[src/rtl/hw3_3_seq_ctrl_pkg.sv]
// Shared constants for the hw3_3 vector sequencer: controller state encoding
// and the field layout of one vector RAM entry.
package hw3_3_seq_ctrl_pkg;

    typedef logic [1:0] state_t;

    localparam state_t ST_IDLE = 2'b00;
    localparam state_t ST_CLR  = 2'b01;
    localparam state_t ST_RUN  = 2'b10;
    localparam state_t ST_DONE = 2'b11;

    // One vector entry is {x, y, z_expected}
    localparam int VEC_W  = 3;
    localparam int X_BIT  = 2;
    localparam int Y_BIT  = 1;
    localparam int ZE_BIT = 0;

endpackage

[src/rtl/hw3_3_vec_ram.sv]
// Vector RAM: DEPTH x VEC_W bits, synchronous write, asynchronous read.
// Contents are deliberately not reset so vectors survive a controller reset.
module hw3_3_vec_ram
    import hw3_3_seq_ctrl_pkg::*;
#(
    parameter int AW = 4
) (
    input  logic             clk,
    input  logic             wr_en,
    input  logic [AW-1:0]    wr_addr,
    input  logic [VEC_W-1:0] wr_data,
    input  logic [AW-1:0]    rd_addr,
    output logic [VEC_W-1:0] rd_data
);

    localparam int DEPTH = 2**AW;

    logic [VEC_W-1:0] mem [DEPTH];

    always_ff @(posedge clk) begin
        if (wr_en) begin
            mem[wr_addr] <= wr_data;
        end
    end

    assign rd_data = mem[rd_addr];

endmodule

[src/rtl/hw3_3_seq_ctrl.sv]
// On-chip tester for the two-input Mealy FSM: pulses its reset, replays stored
// {x,y} vectors one per clock and checks the combinational z in the same cycle.
module hw3_3_seq_ctrl
    import hw3_3_seq_ctrl_pkg::*;
#(
    parameter int AW = 4
) (
    input  logic          clk,
    input  logic          reset,
    input  logic          start,
    input  logic [AW:0]   len,
    input  logic          wr_en,
    input  logic [AW-1:0] wr_addr,
    input  logic [2:0]    wr_data,
    output logic          dut_reset,
    output logic          dut_x,
    output logic          dut_y,
    input  logic          dut_z,
    output logic          busy,
    output logic          done,
    output logic [AW:0]   err_cnt,
    output logic [AW-1:0] first_err,
    output logic          err_flag
);

    localparam int          DEPTH     = 2**AW;
    localparam logic [AW:0] DEPTH_LEN = (AW+1)'(DEPTH);
    localparam logic [AW:0] LEN_ONE   = (AW+1)'(1);

    state_t              state;
    state_t              state_next;
    logic [AW:0]         len_q;
    logic [AW:0]         len_clamped;
    logic [AW-1:0]       idx;
    logic [VEC_W-1:0]    rd_data;
    logic                ram_we;
    logic                in_run;
    logic                mismatch;
    logic                last_vec;

    assign len_clamped = (len > DEPTH_LEN) ? DEPTH_LEN : len;

    // Writes are blocked while a sequence is being replayed
    assign ram_we = wr_en && !busy;

    hw3_3_vec_ram #(.AW(AW)) u_vec_ram (
        .clk     (clk),
        .wr_en   (ram_we),
        .wr_addr (wr_addr),
        .wr_data (wr_data),
        .rd_addr (idx),
        .rd_data (rd_data)
    );

    assign in_run    = (state == ST_RUN);
    assign busy      = (state == ST_CLR) || in_run;
    assign done      = (state == ST_DONE);
    assign dut_reset = (state == ST_CLR);
    assign dut_x     = in_run && rd_data[X_BIT];
    assign dut_y     = in_run && rd_data[Y_BIT];
    assign mismatch  = in_run && (dut_z != rd_data[ZE_BIT]);
    assign last_vec  = ({1'b0, idx} == (len_q - LEN_ONE));

    always_comb begin
        state_next = state;
        case (state)
            ST_IDLE: if (start) state_next = ST_CLR;
            ST_CLR:  state_next = (len_q != '0) ? ST_RUN : ST_DONE;
            ST_RUN:  if (last_vec) state_next = ST_DONE;
            ST_DONE: state_next = ST_IDLE;
            default: state_next = ST_IDLE;
        endcase
    end

    always_ff @(posedge clk) begin
        if (reset) begin
            state     <= ST_IDLE;
            len_q     <= '0;
            idx       <= '0;
            err_cnt   <= '0;
            first_err <= '0;
            err_flag  <= 1'b0;
        end else begin
            state <= state_next;
            if ((state == ST_IDLE) && start) begin
                len_q     <= len_clamped;
                idx       <= '0;
                err_cnt   <= '0;
                first_err <= '0;
                err_flag  <= 1'b0;
            end
            // Only the first mismatching address is kept; later ones just count
            if (in_run) begin
                idx <= idx + 1'b1;
                if (mismatch) begin
                    err_cnt <= err_cnt + LEN_ONE;
                    if (!err_flag) begin
                        err_flag  <= 1'b1;
                        first_err <= idx;
                    end
                end
            end
        end
    end

endmodule
[config.mk]
export PLATFORM = sky130hd
export DESIGN_NAME = hw3_3_seq_ctrl
export DESIGN_NICKNAME = d
export VERILOG_FILES = /design/src/rtl/hw3_3_seq_ctrl_pkg.sv /design/src/rtl/hw3_3_vec_ram.sv /design/src/rtl/hw3_3_seq_ctrl.sv
export SDC_FILE = /design/constraint.sdc
export NUM_CORES = 1
export LEC_CHECK = 0
export ABC_AREA = 1
export BUFFER_PORTS_ARGS = -buffer_cell sky130_fd_sc_hd__buf_2
export CORE_AREA = 2 2 86 88
export DETAILED_ROUTE_END_ITERATION = 10
export DIE_AREA = 0 0 88 90
export GPL_TIMING_DRIVEN = 1
export HOLD_SLACK_MARGIN = 0.06
export PLACE_DENSITY = 0.73
export SLEW_MARGIN = 30
export SYNTH_ARGS = -nofsm -noshare
export SYNTH_HDL_FRONTEND = slang
export SYNTH_SLANG_ARGS = --single-unit
[constraint.sdc]
create_clock -name clk -period 2.21 [get_ports clk]
set_input_delay 0.221 -clock clk [delete_from_list [all_inputs] [get_ports clk]]
set_output_delay 0.221 -clock clk [all_outputs]
set_load 0.05 [all_outputs]
After elaboration in Yosys (flattened, before gate mapping):

Memory sizes are Yosys's and may differ from the RTL's. A register that Yosys moved wholly into a read port is not among the register bits.
Index checks and enable logic that the tools add are counted.
W data, S select, Z words.

* $add $sub $neg: 3
* $lt $le $gt $ge: 1
* equality and inequality tests: 7
* muxes and demuxes: 22
* reduce and logical (&&, ||, !) cells: 11

Operator list (number)
* $mux W4: 8
* $mux W5: 4
* $pmux W2 S4: 1
* $mux W1: 7
* $add A5 B1 Y5 const B: 1
* $eq A4 B5 Y1: 1
* $gt A5 B5 Y1 const B: 1
* $logic_and A1 B1 Y1: 5
* $reduce_bool A5 Y1: 1
* $sub A5 B1 Y5 const B: 1
* $add A4 B1 Y4 const B: 1
* $eq A2 B2 Y1 const B: 2
* $mux W2: 2
* $eq A2 B1 Y1 const B: 1
* $logic_not A2 Y1: 1
* $ne A2 B1 Y1 const B: 1
* $ne A2 B2 Y1 const B: 1
* $reduce_and A2 Y1: 1
* $reduce_bool A2 Y1: 1
* $logic_not A1 Y1: 1
* $logic_or A1 B1 Y1: 1
* $ne A1 B1 Y1: 1

* register bits after elaboration: 21
* memory bits (writable): 48
* input bits: 17
* output and inout port bits: 15
* memories kept: 1

Memories
* u_vec_ram.mem: depth 16, bits a word 3, read ports 1, clocked after Yosys merged registers in 1, write ports 1, RTL line hw3_3_vec_ram.sv:18 `logic [VEC_W-1:0] mem [DEPTH];`

Longest topological paths before layout:

* depth in word-level cells: 6
* gate-level depth with buffers: 13

Hierarchy:

A second synthesis with hierarchy kept.

* cells, all modules: 385
* area, all modules: 3319.4 µm²

By module, submodules not included
* hw3_3_vec_ram: times used 1, cells an instance 221, area an instance 2179.6 µm², sequential area each 1441.4 µm²
* hw3_3_seq_ctrl: times used 1, cells an instance 164, area an instance 1139.8 µm², sequential area each 420.4 µm²

Worst setup path before layout:

Ideal clock, no wire load.

* kind: flip-flop to output port
* start point: register with a tool-made name
* end point: output dut_x
* arrival: 1855 ps
* required time: 1989 ps
* setup slack: 134 ps
* stages on the path, launching flop included: 9
* buffers on the path: 3
* path through: dfxtp_1 -> buf_6 -> inv_6 -> buf_8 -> buf_2 -> o21ai_0 -> o221ai_1 -> nand3_1 -> a21oi_1

RTL lines
* end: declaration: RTL line hw3_3_seq_ctrl.sv:16 `output logic dut_x,`

==> results.md <==
Pwr:
- Dividing total power by cell area gives a power density of 1010 nW/um^2.
- The analysis attributes to cell leakage a power of 1.49 nW.
- The worst-case IR drop observed on VDD is 0.600 mV.

Cells and area:
- The post-layout instance count excluding filler cells is 494.
- The count of inserted antenna diode cells is 0.
- In the final layout, the multi-input gates occupy 1200 sq um.
- The final standard cell utilization of the core is 0.549.
- Relative to the synthesized area, the layout overhead comes to 12.6%.
- Of the cells placed in the final design, the portion with a size suffix greater than 1 is 0.162.
- The layout net count is 415.
- Summing all flip-flop and latch instances after layout gives 1940 sq um.
- The area of all placed cells without fillers is 3860 sq um.
- Fill cells in the final layout number 633.

Placement:
- The post-placement worst setup slack is 198 ps.
- The post-placement cell area is 3640 sq um.
- The number of buffer cells added on primary ports is 31.
- The final RePlAce weighted congestion is 0.838.
- The cell count after placement is 478.
- Detailed placement ended at an HPWL of 4900 um.

Clock tree:
- The clock tree from TritonCTS is done.
- The clock reaches the later pin of the worst-skew pair after 350 ps.
- The post-CTS setup-driven buffer insertion count is 0.
- The maximum clock insertion buffer count is 2.
- The sink count of the clock tree is 73.
- After clock tree synthesis, the clock-pin slew on the worst setup and hold paths is 80 ps.
- The number of clock buffers added by TritonCTS is 9.
- In this run the number of H-tree levels came out at 3.
- The root buffer cell is sky130_fd_sc_hd__clkbuf_8.

GRT:
- The total overflow left after global routing is 0.
- The initial antenna violation count is 0.
- Entering global routing, the biggest net connects 26 pins.
- The number of global-route vias before repair is 2,486.
- The global-route wire length before repair is 11,800 um.
- In the global route stage, overall resource usage came out at 0.192.

Setup path:
- The worst setup path is captured at a primary output.
- The required time of the critical path is 1990 ps.
- The setup path with the least slack is of type reg2out.
- The kind of start point of the critical path is a flop.
- The highest fanout seen on the critical path is 25.
- The arrival time of data at the critical path endpoint is 1850 ps.

Yosys:
- The share of the Yosys chip area taken by registers is 0.567.
- The number of distinct library cells after synthesis is 32.
- In this run the cell area of the synthesized design comes to 3420 sq um.
- The cell count after synthesis is 360.
- After synthesis, the cell types taking the most area are sky130_fd_sc_hd__edfxtp_1 (42%), sky130_fd_sc_hd__dfxtp_1 (15%), sky130_fd_sc_hd__nand2_1 (6.9%), sky130_fd_sc_hd__nor2_1 (5.0%), sky130_fd_sc_hd__inv_1 (4.6%).
- The net count of the mapped netlist is 385.
- The number of synthesized register bits is 73.
- The dominant cell type by area after synthesis is sky130_fd_sc_hd__edfxtp_1.
- The total of warnings raised by yosys is 0.
- The average cell area after synthesis is 9.51 sq um.
- The area share of the largest cell type after synthesis is 0.421.

Timing:
- The slew at the pin closest to its max-slew limit is 405 ps.
- The summed negative setup slack over all endpoints is 0 ps.
- The number of failing setup endpoints in the final timing report is 0.
- The part of the cycle the worst path needs is 0.938.
- Setup repair after global routing left no endpoint under its margin.
- Headroom to the max-slew limit came out at 0.726.
- The highest attainable clock frequency is 0.482 GHz.
- The total count of max-transition violations in the final report is 0.
- The final clock skew is 9.39 ps.
- The number of hold-slack violations in the final timing report is 0.
- The routed design could run at a clock period as short as 2070 ps.
- After layout, the worst setup slack is 137 ps.

Floorplanning:
- The placeable core area is 7020 sq um.
- The effective utilization at floorplan is 0.488.
- After floorplanning, the core was divided into 31 placement rows.
- The boundary pin count is 32.
- The overall die height is 90 um.
- The area of the die is 7920 sq um.
- The floorplan step set the die width to 88 um.

Drt:
- Detailed routing inserted a total of 2,568 vias.
- The first routing iteration left 152 violations.
- The residual DRC count is 0.
- The detailed-route wire length per cell is 14.3 um.
- Summed over all layers, the routed wires come to 7080 um.
- Dividing the detail-routed via count by the number of cells gives 5.20.
- The detail route stage leaves a number of antenna-violating nets equal to 0.
- The pre-antenna-repair detailed-routing pass consisted of 5 iterations.

Flow run:
- The tool flagged a number of max-cap violations equal to 0.

Min path:
- The type of the worst min-delay path is in2reg.

Status:
- The run finished with clean final reports.
==> cell usage after synthesis <==
library cell	number
sky130_fd_sc_hd__a211oi_1	3
sky130_fd_sc_hd__a21oi_1	21
sky130_fd_sc_hd__a22oi_1	1
sky130_fd_sc_hd__buf_1	1
sky130_fd_sc_hd__buf_2	5
sky130_fd_sc_hd__buf_6	4
sky130_fd_sc_hd__buf_8	1
sky130_fd_sc_hd__clkbuf_1	4
sky130_fd_sc_hd__clkbuf_2	1
sky130_fd_sc_hd__dfxtp_1	25
sky130_fd_sc_hd__edfxtp_1	48
sky130_fd_sc_hd__ha_1	8
sky130_fd_sc_hd__inv_1	42
sky130_fd_sc_hd__inv_2	1
sky130_fd_sc_hd__inv_6	1
sky130_fd_sc_hd__nand2_1	63
sky130_fd_sc_hd__nand2_2	4
sky130_fd_sc_hd__nand3_1	12
sky130_fd_sc_hd__nand3_2	9
sky130_fd_sc_hd__nand3b_1	2
sky130_fd_sc_hd__nand4_1	11
sky130_fd_sc_hd__nor2_1	46
sky130_fd_sc_hd__nor3_1	1
sky130_fd_sc_hd__nor4_1	1
sky130_fd_sc_hd__o211ai_1	2
sky130_fd_sc_hd__o21ai_0	26
sky130_fd_sc_hd__o221ai_1	6
sky130_fd_sc_hd__o22ai_1	2
sky130_fd_sc_hd__o311ai_0	1
sky130_fd_sc_hd__o41ai_1	1
sky130_fd_sc_hd__xnor2_1	2
sky130_fd_sc_hd__xor2_1	5
==> path summary, 6_finish.rpt <==
kind	from	end	slack, ps	depth (start not counted)
setup / recovery	flop	dut_x	140	7
hold / removal	len[1]	len_q[1]$_SDFFE_PP0P_	130	3
setup reg to reg	state[0]$_SDFFE_PP0P_	u_vec_ram.mem[7][1]$_DFFE_PP_	200	5
hold reg to reg	idx[2]$_SDFFE_PP0N_	flop	490	2
==> logic make-up after synthesis <==
logic type	Yosys count	share of synthesized area
fa+ha+maj	8	0.0292
xor+xnor	7	0.0179
simple gates	149	0.198
compound gates	63	0.106
flops	73	0.567
buf+inv	60	0.0815
==> worst max-delay path: stages, from the launching register on <==
cell,delay [ps]
sky130_fd_sc_hd__dfxtp_1,330
sky130_fd_sc_hd__buf_12,160
sky130_fd_sc_hd__inv_8,130
sky130_fd_sc_hd__nor2_1,70
sky130_fd_sc_hd__o221ai_1,200
sky130_fd_sc_hd__nand3_1,130
sky130_fd_sc_hd__a21oi_1,190
sky130_fd_sc_hd__buf_2,290
==> flip-flops by register name, indices dropped and copies added (netlist names), named ones only <==
signal	cells
u_vec_ram.mem	48
err_cnt	5
len_q	5
first_err	4
idx	4
state	2
err_flag	1
==> placed cells by master, fill, tap and decap left out, types with 8 or more instances in the layout <==
cell type                  synthesis  final
sky130_fd_sc_hd__o21ai_0          26     26
sky130_fd_sc_hd__a21oi_1          21     21
sky130_fd_sc_hd__clkbuf_8          0      9
sky130_fd_sc_hd__nand2_1          63     63
sky130_fd_sc_hd__nand4_1          11     11
sky130_fd_sc_hd__ha_1              8      8
sky130_fd_sc_hd__buf_2             5     30
sky130_fd_sc_hd__edfxtp_1         48     48
sky130_fd_sc_hd__nand3_2           9      9
sky130_fd_sc_hd__nand3_1          12     12
sky130_fd_sc_hd__inv_1            42     42
sky130_fd_sc_hd__nor2_1           46     46
sky130_fd_sc_hd__dfxtp_1          25     24
==> where the power goes <==
part | switching, mW | total, mW | leakage, nW | internal (mW)
Sequential | 0.0815 | 1.63 | 0.637 | 1.55
Combinational | 0.796 | 1.15 | 0.754 | 0.354
Clock | 0.489 | 1.12 | 0.0976 | 0.628
Total | 1.37 | 3.90 | 1.49 | 2.53
==> stage by stage <==
stage | hold slack [ps] | power (mW)
finish | 129 | 3.90
global route | 144 | 4.10
CTS | 125 | 3.90
detailed placement | 482 | 2.80
floorplan | 320 | 2.56
global placement | 472 | 2.78
==> repair_timing <==
item | in CTS | in global routing
setup endpoints to repair | 0 | 2
hold buffers | 0 | 0
gates resized for setup | 0 | 5
==> area by class of cell <==
| cell class | instances | area share |
|---|---|---|
| inverter | 44 | 0.0454 |
| timing repair buffer | 35 | 0.0519 |
| sequential | 73 | 0.504 |
| tap | 99 | 0.0321 |
| clock buffer | 10 | 0.0331 |
| multi-input combinational | 227 | 0.312 |
| clock inverter | 6 | 0.0214 |
==> routing by layer <==
metal  vias up  track usage  part of all wire
li1       1274            -                 -
met1      1199        0.265              0.46
met2        85        0.283              0.47
met3        10       0.0533             0.058
met4         0       0.0808             0.018
met5         -            0                 0
Power figures use the tool's default switching activity.
